`config.mk`:
```
export PLATFORM = sky130hd
export DESIGN_NAME = mem_wb_stage
export DESIGN_NICKNAME = d
export VERILOG_FILES = /design/src/rtl/mem_wb_stage.sv
export SDC_FILE = /design/constraint.sdc
export NUM_CORES = 1
export LEC_CHECK = 0
export ABC_AREA = 1
export BUFFER_PORTS_ARGS = -buffer_cell sky130_fd_sc_hd__buf_2
export CORE_MARGIN = 5
export CORE_UTILIZATION = 47
export DETAILED_ROUTE_END_ITERATION = 12
export GPL_TIMING_DRIVEN = 0
export PLACE_DENSITY = 0.78
export SETUP_SLACK_MARGIN = 0.5
export SLEW_MARGIN = 0
export SYNTH_ARGS = -nofsm -noshare
export SYNTH_HDL_FRONTEND = slang
export SYNTH_SLANG_ARGS = --single-unit
```
`constraint.sdc`:
```
create_clock -name clk -period 1.49 [get_ports clk]
set_input_delay 0.0745 -clock clk [delete_from_list [all_inputs] [get_ports clk]]
set_output_delay 0.0745 -clock clk [all_outputs]
set_load 0.1 [all_outputs]
```
`src/rtl/mem_wb_stage.sv`:
```
// Memory/write-back stage: issues one aligned doubleword read per load, extracts
// and extends the addressed bytes, and commits one result per instruction.
module mem_wb_stage #(
    parameter int XLEN = 64
) (
    input  logic            clk,
    input  logic            rst,
    input  logic            in_valid,
    output logic            in_ready,
    input  logic [4:0]      in_rd,
    input  logic            in_rd_we,
    input  logic            in_is_load,
    input  logic [2:0]      in_funct3,
    input  logic [XLEN-1:0] in_addr,
    input  logic [XLEN-1:0] in_alu_res,
    output logic            dmem_req,
    output logic [XLEN-1:0] dmem_addr,
    input  logic            dmem_ack,
    input  logic [XLEN-1:0] dmem_rdata,
    output logic [4:0]      WriteAddr,
    output logic [XLEN-1:0] WriteData,
    output logic            WriteEnable,
    output logic            retire_valid,
    output logic            load_err
);

    typedef enum logic [1:0] {
        IDLE = 2'd0,
        MEM  = 2'd1,
        WB   = 2'd2
    } state_t;

    state_t          state_reg, state_next;
    logic [4:0]      rd_reg;
    logic            rd_we_reg;
    logic            is_load_reg;
    logic [2:0]      funct3_reg;
    logic [XLEN-1:0] addr_reg;
    logic [XLEN-1:0] alu_res_reg;
    logic [XLEN-1:0] load_res_reg;
    logic            err_reg;

    logic            accept;
    logic            in_err;
    logic [XLEN-1:0] shifted;
    logic [XLEN-1:0] load_ext;

    assign accept = in_valid && in_ready;

    // Alignment and legality are judged on the incoming instruction so the
    // accept edge can already choose between MEM and WB.
    always_comb begin
        in_err = 1'b0;
        if (in_is_load) begin
            case (in_funct3)
                3'b001, 3'b101: in_err = in_addr[0];
                3'b010, 3'b110: in_err = |in_addr[1:0];
                3'b011:         in_err = |in_addr[2:0];
                3'b111:         in_err = 1'b1;
                default:        in_err = 1'b0;
            endcase
        end
    end

    always_comb begin
        shifted  = dmem_rdata >> {addr_reg[2:0], 3'b000};
        load_ext = '0;
        case (funct3_reg)
            3'b000:  load_ext = {{(XLEN-8){shifted[7]}}, shifted[7:0]};
            3'b001:  load_ext = {{(XLEN-16){shifted[15]}}, shifted[15:0]};
            3'b010:  load_ext = {{(XLEN-32){shifted[31]}}, shifted[31:0]};
            3'b011:  load_ext = shifted;
            3'b100:  load_ext = {{(XLEN-8){1'b0}}, shifted[7:0]};
            3'b101:  load_ext = {{(XLEN-16){1'b0}}, shifted[15:0]};
            3'b110:  load_ext = {{(XLEN-32){1'b0}}, shifted[31:0]};
            default: load_ext = '0;
        endcase
    end

    always_ff @(posedge clk or negedge rst) begin
        if (!rst) begin
            state_reg <= IDLE;
        end else begin
            state_reg <= state_next;
        end
    end

    always_comb begin
        state_next = state_reg;
        case (state_reg)
            IDLE: if (accept) state_next = (in_is_load && !in_err) ? MEM : WB;
            MEM:  if (dmem_ack) state_next = WB;
            WB:   state_next = IDLE;
            default: state_next = IDLE;
        endcase
    end

    always_comb begin
        in_ready     = rst && (state_reg == IDLE);
        dmem_req     = (state_reg == MEM);
        dmem_addr    = '0;
        WriteAddr    = '0;
        WriteData    = '0;
        WriteEnable  = 1'b0;
        retire_valid = 1'b0;
        load_err     = 1'b0;
        if (state_reg == MEM) begin
            dmem_addr = {addr_reg[XLEN-1:3], 3'b000};
        end
        if (state_reg == WB) begin
            WriteAddr    = rd_reg;
            WriteData    = is_load_reg ? load_res_reg : alu_res_reg;
            WriteEnable  = rd_we_reg && (rd_reg != 5'd0) && !err_reg;
            retire_valid = 1'b1;
            load_err     = err_reg;
        end
    end

    always_ff @(posedge clk or negedge rst) begin
        if (!rst) begin
            rd_reg       <= '0;
            rd_we_reg    <= 1'b0;
            is_load_reg  <= 1'b0;
            funct3_reg   <= '0;
            addr_reg     <= '0;
            alu_res_reg  <= '0;
            load_res_reg <= '0;
            err_reg      <= 1'b0;
        end else if (accept) begin
            rd_reg       <= in_rd;
            rd_we_reg    <= in_rd_we;
            is_load_reg  <= in_is_load;
            funct3_reg   <= in_funct3;
            addr_reg     <= in_addr;
            alu_res_reg  <= in_alu_res;
            load_res_reg <= '0;
            err_reg      <= in_err;
        end else if (state_reg == MEM && dmem_ack) begin
            load_res_reg <= load_ext;
        end
    end

endmodule

```
==> out/qor.yml, run 1 <==
place:
  place_inst: 2307
  dp_hpwl_um: 33400
  dpl_cell_area_um2: 15200
  preCtsSetupSlack_ns: -1.20
  gp_congestion: 0.978
  io_buffers: 340
yosys:
  synthArstFlopShare_pct: 100
  syn-cell-area_um2: 11300
  synth_flop_cell: "dfrtp_1"
  ys_types: 29
  synth_top_area_share_pct: 45.2
  avgSynthCellArea_um2: 6.90
  syn_inst: 1645
  synthTopCellsByArea: "dfrtp_1, nand2_1, o21ai_0"
  yosysMostFrequentCell: "nand2_1"
  yosysSeqAreaShare_pct: 45.2
  yosysWarnings: 0
  synth_edf_count: 0
  ys_ff_latch: 205
  synth_area_leader_cell: "dfrtp_1"
  synth_common_cells: "nand2_1, dfrtp_1, o21ai_0"
global_routing:
  grt_max_degree: 93
  overflow: 2434
  grt_usage_pct: 101
clocking:
  cts_buffer_depth: 3
  cts_root_buf: "clkbuf_16"
  cts_max_level: 1
  numCtsBuffers: 23
  cts_sinks: 205
floorplanning:
  io_pins: 344
  dieHeight_um: 165
  die_x_um: 165
  rows: 56
  start_util_pct: 48.0
status:
  flow.stopped_at: "global routing"
  status: "aborted with a tool error"
  stop_error: "[ERROR GRT-0232] Routing congestion too high. Check the congestion heatmap in the GUI."
timing:
  worst_endpoint: "WriteData[60]"
  endpoint_type: "primary output"
-- stage by stage --
stage | hold WS (ns) | utilization, %
floorplan | -0.221 | -
global placement | 0.270 | 64.1
detailed placement | 0.142 | 64.2
CTS | -0.464 | 84.8
-- metal layers --
layer	GRT overflow	global-route usage (%)
met5	6	58.0
met4	519	112
met3	31	78.4
met2	1854	132
met1	24	85.8
-- logic make-up after synthesis --
group / count (synthesis) / synth area share, %
simple gates: 920 / 32.3
compound gates: 281 / 13.1
other cells: 1 / 0.0331
flops: 205 / 45.2
buf+inv: 238 / 9.34
-- what timing repair did --
action                                 4_1_cts
endpoints found under the hold margin      280
resized for setup                          579
hold buffers                               139
setup endpoints to repair                  340
cloned                                      15
pin swaps                                   19
setup buffers                               33
==> run 2: changes to the inputs <==
Settings changed: CORE_UTILIZATION 47 to 40, PLACE_DENSITY 0.78 to default, PLACE_DENSITY_LB_ADDON from default to 0.15, SETUP_SLACK_MARGIN 0.5 to default.
Clock period 1.49 ns to 1.9 ns, I/O delays scaled along.
==> out/qor.yml, run 2 <==
worst_setup_path:
  critPathRequiredTime_ns: 1.80
  cp_num_cells: 7
  critPathLaunchType: "flop"
  crit_fanout: 6
  crit_type: "reg -> out"
  timing.rr.end: "load_res_reg[17]$_DFFE_PN0P_"
  r2r_slack_ns: 0
  endpoint_kind: "output pin"
  cp_slowest_cell: "dfrtp_2"
  crit_top_cell: "buf_12"
  rr_startpoint: "addr_reg[0]$_DFFE_PN0P_"
  cp.arrival_ns: 1.92
  cp_cell_sequence: "inv_4, buf_12, buf_8, buf_6, nand2_1, a21oi_4, buf_12"
  crit_family: "buffers and inverters"
  r2r_cells: 9
  path_buf_inv: 5
  critPathMaxStageDelay_ns: 0.49
routing:
  post_drt_wl_per_cell_um: 21.0
  num_vias: 13700
  drt_iter0_markers: 1099
  dr.pass1.iters: 7
  viasPerCell: 5.31
  drtAntennaViolNets: 0
  drc_errors: 0
  wl_um: 54100
yosys:
  yosysMostFrequentCell: "nand2_1"
  syn-cell-area_um2: 11300
  ys_types: 29
  avgSynthCellArea_um2: 6.90
  synth_top_area_share_pct: 45.2
  yosysWarnings: 0
  ys_ff_latch: 205
  synth_common_cells: "nand2_1, dfrtp_1, o21ai_0"
  syn_inst: 1645
  synthTopCellsByArea: "dfrtp_1, nand2_1, o21ai_0"
  synth_edf_count: 0
  synth_flop_cell: "dfrtp_1"
  synthArstFlopShare_pct: 100
  yosysSeqAreaShare_pct: 45.2
  synth_area_leader_cell: "dfrtp_1"
clocking:
  cts_root_buf: "clkbuf_16"
  clock_latency_ns: 0.54
  cts_buffer_depth: 3
  cts_sinks: 205
  numCtsBuffers: 24
  cts_tree: "done"
  cts_max_level: 1
  clk_pin_slew_worst_paths_ns: 0.06
place:
  dp_hpwl_um: 34400
  gp_congestion: 0.972
  preCtsSetupSlack_ns: -0.575
  io_buffers: 340
floorplanning:
  die_x_um: 178
  rows: 61
  coreArea_um2: 27900
  die_area_um2: 31800
  start_util_pct: 40.7
  io_pins: 344
  dieHeight_um: 178
power_and_ir_drop:
  p_leak_nw: 9.54
  vdd_drop_max_mv: 0.753
  pwr_density_cell_nw_per_um2: 917
timing:
  setup_ws_ns: -0.119
  hold_viol_final: 0
  holdWs_ns: 0.0398
  rsz0062_at_grt: "true"
  setup_viol: 96
  max_slew_margin_pct: 57.2
  finalClockSkew_ns: 0.0255
  period_needed_ns: 2.02
  worst_pin_slew_ns: 0.643
  maxSlewViolCount: 0
  post-route-period-util_pct: 106
  max_freq_mhz: 495
layout:
  syn2layout_area_growth_pct: 77.2
  mostFrequentLayoutCell: "nand2_1"
  seq_area_um2: 5130
  drive_gt1_share_pct: 32.8
  final_cell_mix: "nand2_1, buf_2, dfrtp_1, dlygate4sd3_1, buf_12"
  nNetsFinal: 2392
  multi_input_area_um2: 6490
  fillers: 1971
global_routing:
  busiest_layer: "met2"
  overflow: 0
  grtUsageMet2_pct: 56.4
  grtUsageMet3_pct: 6.95
  antenna_found_initial: 1
  grt_max_degree: 60
  grt_pass1_vias: 14200
  grt_pass1_wl_um: 78700
  grt_usage_pct: 31.8
  grtUsageMet1_pct: 37.9
run:
  maxCapViolations: 0
min_path:
  hold_end: "load_res_reg[3]$_DFFE_PN0P_"
  hold_depth: 7
  hp-class: "in -> reg"
  min_from: "dmem_rdata[3]"
status:
  status: "finished, violations left"
  violations: "negative setup slack"
run 2: cell counts after synthesis:
Identical to the previous run, type by type.
run 2: cell type report:
cell class / instances / share of cell area (%)
inverters: 116 / 2.30
clock inverters: 8 / 0.535
well taps: 378 / 2.35
repair inverters: 1 / 0.0311
repair buffers: 515 / 27.3
plain buffers: 119 / 6.03
flip-flops and latches: 205 / 25.5
multi-input cells: 1204 / 32.3
diodes: 1 / 0.0124
clock buffers: 35 / 3.59
run 2: routing by layer:
layer	part of all wire [%]	wire length [µm]
met3	6.9	3740
met2	51	27500
met5	0	0
met4	4.2	2280
met1	38	20600
run 2: logic make-up (layout without fill, tap and decap cells):
kind of cell	after synthesis	in the layout	share of synthesized area [%]
AO/OA/AOI/OAI	281	281	13.1
buffers and inverters	238	794	9.34
flip-flops	205	205	45.2
other	1	4	0.0331
AND/OR/NAND/NOR	920	920	32.3
run 2: worst max path at each step:
stage / startpoint / to / slack (ns)
2_1_floorplan: state_reg[0]$_DFFE_PN0P_ / WriteData[19] / -0.75
3_3_place_gp: rst / load_res_reg[62]$_DFFE_PN0P_ / -3.69
3_5_place_dp: rst / load_res_reg[58]$_DFFE_PN0P_ / -0.58
4_1_cts: is_load_reg$_DFFE_PN0P_ / WriteData[59] / -0.11
5_1_grt: is_load_reg$_DFFE_PN0P_ / WriteData[55] / -0.15
6_report: is_load_reg$_DFFE_PN0P_ / WriteData[55] / -0.12
run 2: per-stage QoR:
stage	TNS, ns	instances	power, mW	util [%]	area, µm²
2_1_floorplan	-54.38	1647	10.1	-	12600
3_3_place_gp	-1359.69	2365	11.7	52.9	14700
3_5_place_dp	-114.41	2367	11.8	53.2	14800
4_1_cts	-5.47	2567	17.7	69.9	19500
5_1_grt	-7.69	2582	19.2	72.2	20100
6_report	-3.79	2582	18.4	72.2	20100
run 2: where the power goes:
part | switching (mW) | internal [mW]
registers | 0.475 | 5.14
clock network | 1.93 | 2.91
logic | 5.20 | 2.77
run 2: worst reg2reg max path, cell delays in order (launching register included):
cell,delay (ns)
dfrtp_1,0.41
buf_6,0.16
buf_6,0.15
buf_4,0.18
o21ai_1,0.33
o21ai_0,0.13
o21ai_1,0.23
nand2_1,0.08
nand2_1,0.06
nand2_1,0.05
run 2: timing repair:
action                     in CTS  in global routing
hold buffers                  142                  0
cloned                          8                  3
gates resized for setup       601                142
setup endpoints to repair     181                217
pin swaps                      16                 19
buffers inserted                8                 13
hold endpoints to repair      301                  0
Power figures use the tool's default switching activity.
